**config.mk**
```make
export PLATFORM = sky130hd
export DESIGN_NAME = if_id_hazard_ctrl
export DESIGN_NICKNAME = d
export VERILOG_FILES = /design/src/rtl/if_id_hazard_ctrl_pkg.sv /design/src/rtl/if_id_hazard_ctrl_hazard_cmp.sv /design/src/rtl/if_id_hazard_ctrl.sv
export SDC_FILE = /design/constraint.sdc
export NUM_CORES = 1
export LEC_CHECK = 0
export BUFFER_PORTS_ARGS = -buffer_cell sky130_fd_sc_hd__clkbuf_2
export CAP_MARGIN = 20
export CORE_MARGIN = 8
export CORE_UTILIZATION = 30
export DETAILED_ROUTE_END_ITERATION = 10
export PLACE_DENSITY = 0.51
export SLEW_MARGIN = 25
export SYNTH_ARGS = -nofsm -noshare
export SYNTH_HDL_FRONTEND = slang
export SYNTH_HIERARCHICAL = 1
export SYNTH_SLANG_ARGS = --single-unit
```
**constraint.sdc**
```tcl
create_clock -name clk -period 2.7 [get_ports clk]
set_clock_uncertainty 0.05 [all_clocks]
set_input_delay 0 -clock clk [delete_from_list [all_inputs] [get_ports clk]]
set_output_delay 0 -clock clk [all_outputs]
set_load 0.005 [all_outputs]
```
**src/rtl/if_id_hazard_ctrl_pkg.sv**
```systemverilog
// Shared definitions for the IF/ID hazard and redirect controller:
// FSM encoding, the hard-wired zero register and the ID/EX NOP control word.
package if_id_hazard_ctrl_pkg;

  localparam logic [0:0] ST_RUN   = 1'b0;
  localparam logic [0:0] ST_FLUSH = 1'b1;

  localparam logic [4:0] REG_ZERO = 5'd0;

  typedef struct packed {
    logic       reg_write;
    logic       mem_read;
    logic       mem_write;
    logic       mem_to_reg;
    logic       alu_src;
    logic       reg_dst;
    logic [1:0] alu_op;
  } id_ex_ctrl_t;

  // Selected into ID/EX by the bubble mux whenever id_ex_bubble is high.
  localparam id_ex_ctrl_t NOP_CTRL = '0;

  // $0 is hard-wired, so a zero destination never matches a source.
  function automatic logic reg_match(input logic [4:0] rd,
                                     input logic [4:0] rs,
                                     input logic [4:0] rt,
                                     input logic       uses_rt);
    return (rd != REG_ZERO) && ((rd == rs) || (uses_rt && (rd == rt)));
  endfunction

endpackage

```
**src/rtl/if_id_hazard_ctrl_hazard_cmp.sv**
```systemverilog
// Combinational hazard comparators: load-use against EX, and branch operand
// hazards against any EX writer or a MEM-stage load.
module if_id_hazard_ctrl_hazard_cmp
  import if_id_hazard_ctrl_pkg::*;
(
  input  logic [4:0] id_rs,
  input  logic [4:0] id_rt,
  input  logic       id_uses_rt,
  input  logic       id_is_branch,
  input  logic       ex_mem_read,
  input  logic       ex_reg_write,
  input  logic [4:0] ex_rd,
  input  logic       mem_mem_read,
  input  logic [4:0] mem_rd,
  output logic       lu_haz,
  output logic       br_haz
);

  logic ex_match;
  logic mem_match;

  always_comb begin
    ex_match  = reg_match(ex_rd, id_rs, id_rt, id_uses_rt);
    mem_match = reg_match(mem_rd, id_rs, id_rt, id_uses_rt);
    lu_haz    = ex_mem_read & ex_match;
    // Branches resolve in ID, so they also wait on ALU results still in EX.
    br_haz    = id_is_branch & ((ex_reg_write & ex_match) | (mem_mem_read & mem_match));
  end

endmodule

```
**src/rtl/if_id_hazard_ctrl.sv**
```systemverilog
// IF/ID hazard and redirect controller: stall/bubble generation, a one-cycle
// flop-driven IF/ID flush on redirects, and saturating stall/flush statistics.
module if_id_hazard_ctrl
  import if_id_hazard_ctrl_pkg::*;
#(
  parameter int CNT_W   = 16,
  parameter int TIMEOUT = 1024
) (
  input  logic             clk,
  input  logic             rst,
  input  logic [4:0]       id_rs,
  input  logic [4:0]       id_rt,
  input  logic             id_uses_rt,
  input  logic             id_is_branch,
  input  logic             branch_taken,
  input  logic             jump,
  input  logic             ex_mem_read,
  input  logic             ex_reg_write,
  input  logic [4:0]       ex_rd,
  input  logic             mem_mem_read,
  input  logic [4:0]       mem_rd,
  input  logic             imem_ready,
  output logic             pc_write,
  output logic             if_id_write,
  output logic             if_id_aclr,
  output logic             id_ex_bubble,
  output logic [CNT_W-1:0] stall_cnt,
  output logic [CNT_W-1:0] flush_cnt,
  output logic             stall_timeout
);

  localparam int STREAK_W = (TIMEOUT < 2) ? 1 : $clog2(TIMEOUT + 1);
  localparam logic [STREAK_W-1:0] STREAK_MAX = STREAK_W'(TIMEOUT);

  logic [0:0]          state_q, state_d;
  logic                aclr_q, aclr_d;
  logic [CNT_W-1:0]    stall_cnt_q, stall_cnt_d;
  logic [CNT_W-1:0]    flush_cnt_q, flush_cnt_d;
  logic [STREAK_W-1:0] streak_q, streak_d;
  logic                timeout_q, timeout_d;

  logic lu_haz, br_haz, haz, redirect, run, stall_req, run_stall, run_redirect;

  if_id_hazard_ctrl_hazard_cmp hazard_cmp (
    .id_rs       (id_rs),
    .id_rt       (id_rt),
    .id_uses_rt  (id_uses_rt),
    .id_is_branch(id_is_branch),
    .ex_mem_read (ex_mem_read),
    .ex_reg_write(ex_reg_write),
    .ex_rd       (ex_rd),
    .mem_mem_read(mem_mem_read),
    .mem_rd      (mem_rd),
    .lu_haz      (lu_haz),
    .br_haz      (br_haz)
  );

  // Redirect outranks an instruction-memory wait: the fetched word is discarded anyway.
  always_comb begin
    haz          = lu_haz | br_haz;
    redirect     = ~haz & (jump | (id_is_branch & branch_taken));
    run          = (state_q == ST_RUN);
    stall_req    = haz | (~redirect & ~imem_ready);
    run_stall    = run & stall_req;
    run_redirect = run & redirect;
    pc_write     = rst & run & ~stall_req;
    if_id_write  = pc_write;
    id_ex_bubble = ~pc_write;
    if_id_aclr   = aclr_q;
  end

  always_comb begin
    state_d     = ST_RUN;
    aclr_d      = 1'b0;
    if (run_redirect) begin
      state_d = ST_FLUSH;
      aclr_d  = 1'b1;
    end

    stall_cnt_d = stall_cnt_q;
    if (run_stall && (stall_cnt_q != '1)) stall_cnt_d = stall_cnt_q + 1'b1;

    flush_cnt_d = flush_cnt_q;
    if (run_redirect && (flush_cnt_q != '1)) flush_cnt_d = flush_cnt_q + 1'b1;

    // Streak is held at TIMEOUT so a very long stall cannot wrap it.
    streak_d = '0;
    if (run_stall) streak_d = (streak_q == STREAK_MAX) ? streak_q : streak_q + 1'b1;

    timeout_d = timeout_q | (streak_d == STREAK_MAX);
  end

  always_ff @(posedge clk or negedge rst) begin
    if (!rst) begin
      state_q     <= ST_RUN;
      aclr_q      <= 1'b0;
      stall_cnt_q <= '0;
      flush_cnt_q <= '0;
      streak_q    <= '0;
      timeout_q   <= 1'b0;
    end else begin
      state_q     <= state_d;
      aclr_q      <= aclr_d;
      stall_cnt_q <= stall_cnt_d;
      flush_cnt_q <= flush_cnt_d;
      streak_q    <= streak_d;
      timeout_q   <= timeout_d;
    end
  end

  assign stall_cnt     = stall_cnt_q;
  assign flush_cnt     = flush_cnt_q;
  assign stall_timeout = timeout_q;

endmodule
```
==> results.ini, run 1 <==
[route]
ant_nets=0
routed_wirelength_um=6040
drc_errors=0
wl_per_cell_um=14.1
routed_via_density=4.82
vias=2062
first_iter_violations=67
drt-pass1-iter-count=4

[layout]
seq_area_sq_um=1130
fill_cells=843
layout_commonest_cell=clkbuf_2
syn2layout_area_growth_pct=22.8
drive_gt1_frac=0.257
final_cell_mix=clkbuf_2, dfrtp_1, xor2_1
nNetsFinal=356
multiInputGateArea_sq_um=1350
n_antenna_cell=0
design_area_sq_um=3110

[die]
die_h_um=108
num_rows=33
core_sq_um=8220
die_w_um=108
io_pins=67
initial_utilization=0.308
dieArea_sq_um=11600

[timing]
period_needed_ns=2.20
max_slew.worst_pin.slew_ns=0.552
setup_viol=0
max_freq_mhz=455
grt_setup_unrepaired=no
fin_tns_setup_ns=0
slew_headroom=0.632
drv_slew=0
hold_viol_final=0
fin_crit_sh=0.814
setup_slack_ns=0.502

[cts]
cts_buffers=5
cts_tree=done
htree_levels=2
ctsRootBufferMaster=clkbuf_8
clockBufferDepth=2
clk_latency_ns=0.29
cts_setup_buffers=0
cts_hold_buffers=1
cts_sinks=45
cts_resized=0
path_clk_slew_ns=0.09

[critical_path]
end_kind=flop
cp.required_ns=2.83
crit_type=flop to flop
cp_max_fo=12
reg2reg_from=stall_cnt[12]
worstPathArrival_ns=2.33
rrSetupSlack_ns=0.50
start_kind=flop
rr_worst_depth=4
r2r_end=stall_cnt[1]

[synthesis]
netlist_area_sq_um=2530
yosys.area.top_type=dfrtp_1
synth_cell_types=47
postSynthCellCount=250
synth_area_leaders=dfrtp_1, xor2_1, xnor2_1
postSynthAreaPerCell_sq_um=10.1
ys_seq_area_frac=0.445
synth_warnings=6
synth-seq-cells=45
synth_nets=284
synth_top_area_share=0.445
postSynth.asyncResetShare=1.00
synthFlopType=dfrtp_1
synth_edf_count=0

[run]
cap_violations=0

[global_route]
grt_max_degree=32
busiest_layer=met2
use_met3=0.0293
grt_usage=0.104
antenna_found_initial=0
grt_remaining_overflow=0
use_met2=0.175
met1_usage=0.123
grt_pass1_wl_um=9880
grt_pass1_vias=2089

[run_status]
outcome=finished clean

[placed_design]
io_buffer_count=66
hpwl_um=4720
preCtsSetupSlack_ns=0.284
routabilityCongestion=0.751
placed_area_sq_um=2980

[pwr]
ir_worst_vdd_v=0.000347
power_density_nw_per_um2=568
p_leak_uw=0.00147

[worst_hold_path]
hold_class=input port to flop
hold_depth=4
hp-start=jump
min_to=if_id_aclr

critical path, cell delays in order, from the launching register on:
cell and delay, ns:
dfrtp_1 0.45, and4_1 0.24, or3b_1 0.43, o31ai_4 0.56
mux2_1 0.37
Yosys cell counts (2+ instances only):
cell,n
a21o_1,2
a21oi_1,3
a32oi_1,2
and3_1,10
and4_1,2
buf_2,2
dfrtp_1,45
ha_1,4
inv_1,8
mux2i_1,2
nand2_1,16
nand3_1,11
nand4_1,14
nor2_1,26
nor3_1,7
nor3b_1,2
nor4_1,5
nor4b_1,2
o211ai_1,2
o21ai_0,2
or4_1,3
xnor2_1,21
xor2_1,35
worst max-delay path by stage:
stage	slack, ns	startpoint	endpoint	depth (start not counted)
after floorplan	0.57	mem_rd[1]	flush_cnt[1]	7
after global placement	0.36	mem_rd[1]	flush_cnt[1]	9
after detailed placement	0.28	mem_rd[1]	flush_cnt[1]	9
after CTS	0.50	stall_cnt[13]	stall_cnt[1]	4
after global routing	0.37	stall_cnt[13]	stall_cnt[1]	4
final	0.50	stall_cnt[12]	stall_cnt[1]	4
power by group:
part	switching, uW	leakage, uW	internal (uW)	total [uW]
Combinational	190	0.000819	183	373
Clock	227	0.0000574	301	528
Sequential	111	0.000593	753	864
Total	529	0.00147	1240	1760
through the flow:
stage	util	hold slack [ns]	std cells	power, uW
final	0.378	0.0996	428	1760
after global routing	0.378	0.128	428	1880
after CTS	0.378	0.0803	428	1800
after detailed placement	0.362	-0.0874	419	1260
after global placement	0.362	-0.0912	419	1250
after floorplan	-	-0.346	250	1060
routing by layer:
metal	part of all wire	up-vias
met5	0	-
met1	0.44	979
met2	0.49	50
met4	0.0086	0
li1	-	1029
met3	0.061	4
state kept, by name (all words and copies together), names as in the netlist:
signal,flops
streak_q,11
flush_cnt,16
if_id_aclr,1
stall_timeout,1
stall_cnt,16
cell families after synthesis:
logic type / after synthesis / share of synthesized area
and+or+nand+nor: 106 / 0.223
adders and majority gates: 4 / 0.0198
DFF: 45 / 0.445
xor gates and xnor gates: 56 / 0.194
buffers and inverters: 12 / 0.0232
AOI/OAI and AO/OA: 23 / 0.0781
muxes: 4 / 0.0168
area by class of cell:
type	instances	share of cell area
Clock buffer	6	0.0266
Clock inverter	2	0.0121
Inverter	8	0.00966
Multi-Input combinational cell	193	0.433
Sequential cell	45	0.362
Tap cell	105	0.0423
Timing Repair Buffer	69	0.114
Note: power is estimated with default switching activity, not from simulation.
==> run 2, diff against run 1 <==
Clock period 2.7 ns to 2.1 ns, I/O delays scaled along.
==> results.ini, run 2 (synthesized netlist as in run 1, its figures left out) <==
[global_route]
grt_pass1_vias=2223
antenna_found_initial=0
grt_usage=0.110
grt_max_degree=27
grt_pass1_wl_um=10500
grt_remaining_overflow=0

[placed_design]
routabilityCongestion=0.766
hpwl_um=5060
placed_area_sq_um=3180
io_buffer_count=66

[critical_path]
reg2reg_from=stall_cnt[14]
r2r_end=stall_cnt[1]
worst_path_max_delay_cell=or3b_4
cp_max_fo=8
slowest_delay_ns=0.40
crit_chain=and4_1 > or3b_4 > o31ai_4 > buf_6 > mux2_4
crit_type=flop to flop
cp.required_ns=2.23
rrSetupSlack_ns=0.09
rr_worst_depth=5
end_kind=flop
start_kind=flop
worstPathArrival_ns=2.14

[worst_hold_path]
hold_depth=3
hold_class=input port to flop
min_to=if_id_aclr
hp-start=jump

[timing]
drv_slew=0
slew_headroom=0.638
timing.hold.ws_ns=0.0371
fin_crit_sh=0.956
grt_setup_unrepaired=yes
setup_viol=0
max_slew.worst_pin.slew_ns=0.543
hold_viol_final=0
period_needed_ns=2.01
max_freq_mhz=498
fin_tns_setup_ns=0

[die]
initial_utilization=0.308
core_sq_um=8220
die_h_um=108
num_rows=33
dieArea_sq_um=11600
die_w_um=108
io_pins=67

[route]
met1Wirelength_um=2960
wl_per_cell_um=14.1
vias=2211
highest_layer=met4
drt-pass1-iter-count=4
drc_errors=0
first_iter_violations=80
met2_length_um=3020
routed_wirelength_um=6430
ant_nets=0
wl_met3_um=387
routed_via_density=4.86

[pwr]
power_density_nw_per_um2=642
p_leak_uw=0.00161
ir_worst_vdd_v=0.000353
power_uw=2130

[cts]
htree_levels=2
ctsRootBufferMaster=clkbuf_8
cts_tree=done
cts_buffers=5
clk_latency_ns=0.29
path_clk_slew_ns=0.08
cts_sinks=45
clockBufferDepth=2

[layout]
syn2layout_area_growth_pct=31.0
n_antenna_cell=0
design_area_sq_um=3310
fill_cells=853
layout_commonest_cell=clkbuf_2
seq_area_sq_um=1130
drive_gt1_frac=0.331
nNetsFinal=385
final_cell_mix=clkbuf_2, dfrtp_1, xor2_1
multiInputGateArea_sq_um=1380

[run]
cap_violations=0

[run_status]
outcome=finished clean

==> run 2: power breakdown <==
group	switching, uW	internal [uW]	total [uW]	leakage (uW)
Combinational	256	276	532	0.000978
Sequential	139	968	1110	0.000593
Clock	269	219	488	0.0000399
Total	664	1460	2130	0.00161
==> run 2: timing repair <==
item,4_1_cts,5_1_grt
gates resized for setup,0,7
endpoints found under the hold margin,19,0
setup endpoints to repair,1,13
buffers inserted,0,2
pin swaps,1,3
hold buffers,1,0
==> run 2: worst max-delay path by stage <==
stage	start	endpoint	slack [ns]	cells past startpoint
global placement	ex_rd[2]	stall_cnt[15]	-0.20	10
floorplan	mem_rd[1]	flush_cnt[1]	0.04	7
finish	stall_cnt[14]	stall_cnt[1]	0.09	5
detailed placement	ex_rd[2]	stall_cnt[15]	-0.26	10
global route	ex_rd[2]	stall_cnt[15]	-0.03	10
CTS	ex_rd[2]	stall_cnt[15]	0.07	10
==> run 2: layout make-up <==
cell class,instances,share of cell area
multi-input cells,193,0.415
flip-flops and latches,45,0.340
repair buffers,98,0.174
well taps,105,0.0397
clock buffers,5,0.0208
inverters,8,0.00906
clock inverters,1,0.00151
==> run 2: worst max-delay path: cells and delay by family (launching register included) <==
kind,cells,cell delay [ns]
AOI/OAI and AO/OA,1,0.40
and+or+nand+nor,2,0.60
buffers and inverters,1,0.18
muxes,1,0.29
DFF,1,0.37
==> run 2: metal layers <==
metal	vias to the layer above	track usage
met3	6	0.0311
li1	1084	-
met4	0	0.0268
met2	51	0.181
met1	1070	0.139
met5	-	0
==> run 2: through the flow <==
step / std cells / utilization / setup WS [ns]
2_1_floorplan: 250 / - / 0.0437
3_3_place_gp: 446 / 0.387 / -0.196
3_5_place_dp: 446 / 0.387 / -0.262
4_1_cts: 453 / 0.398 / 0.0656
5_1_grt: 455 / 0.403 / -0.0251
6_report: 455 / 0.403 / 0.0918
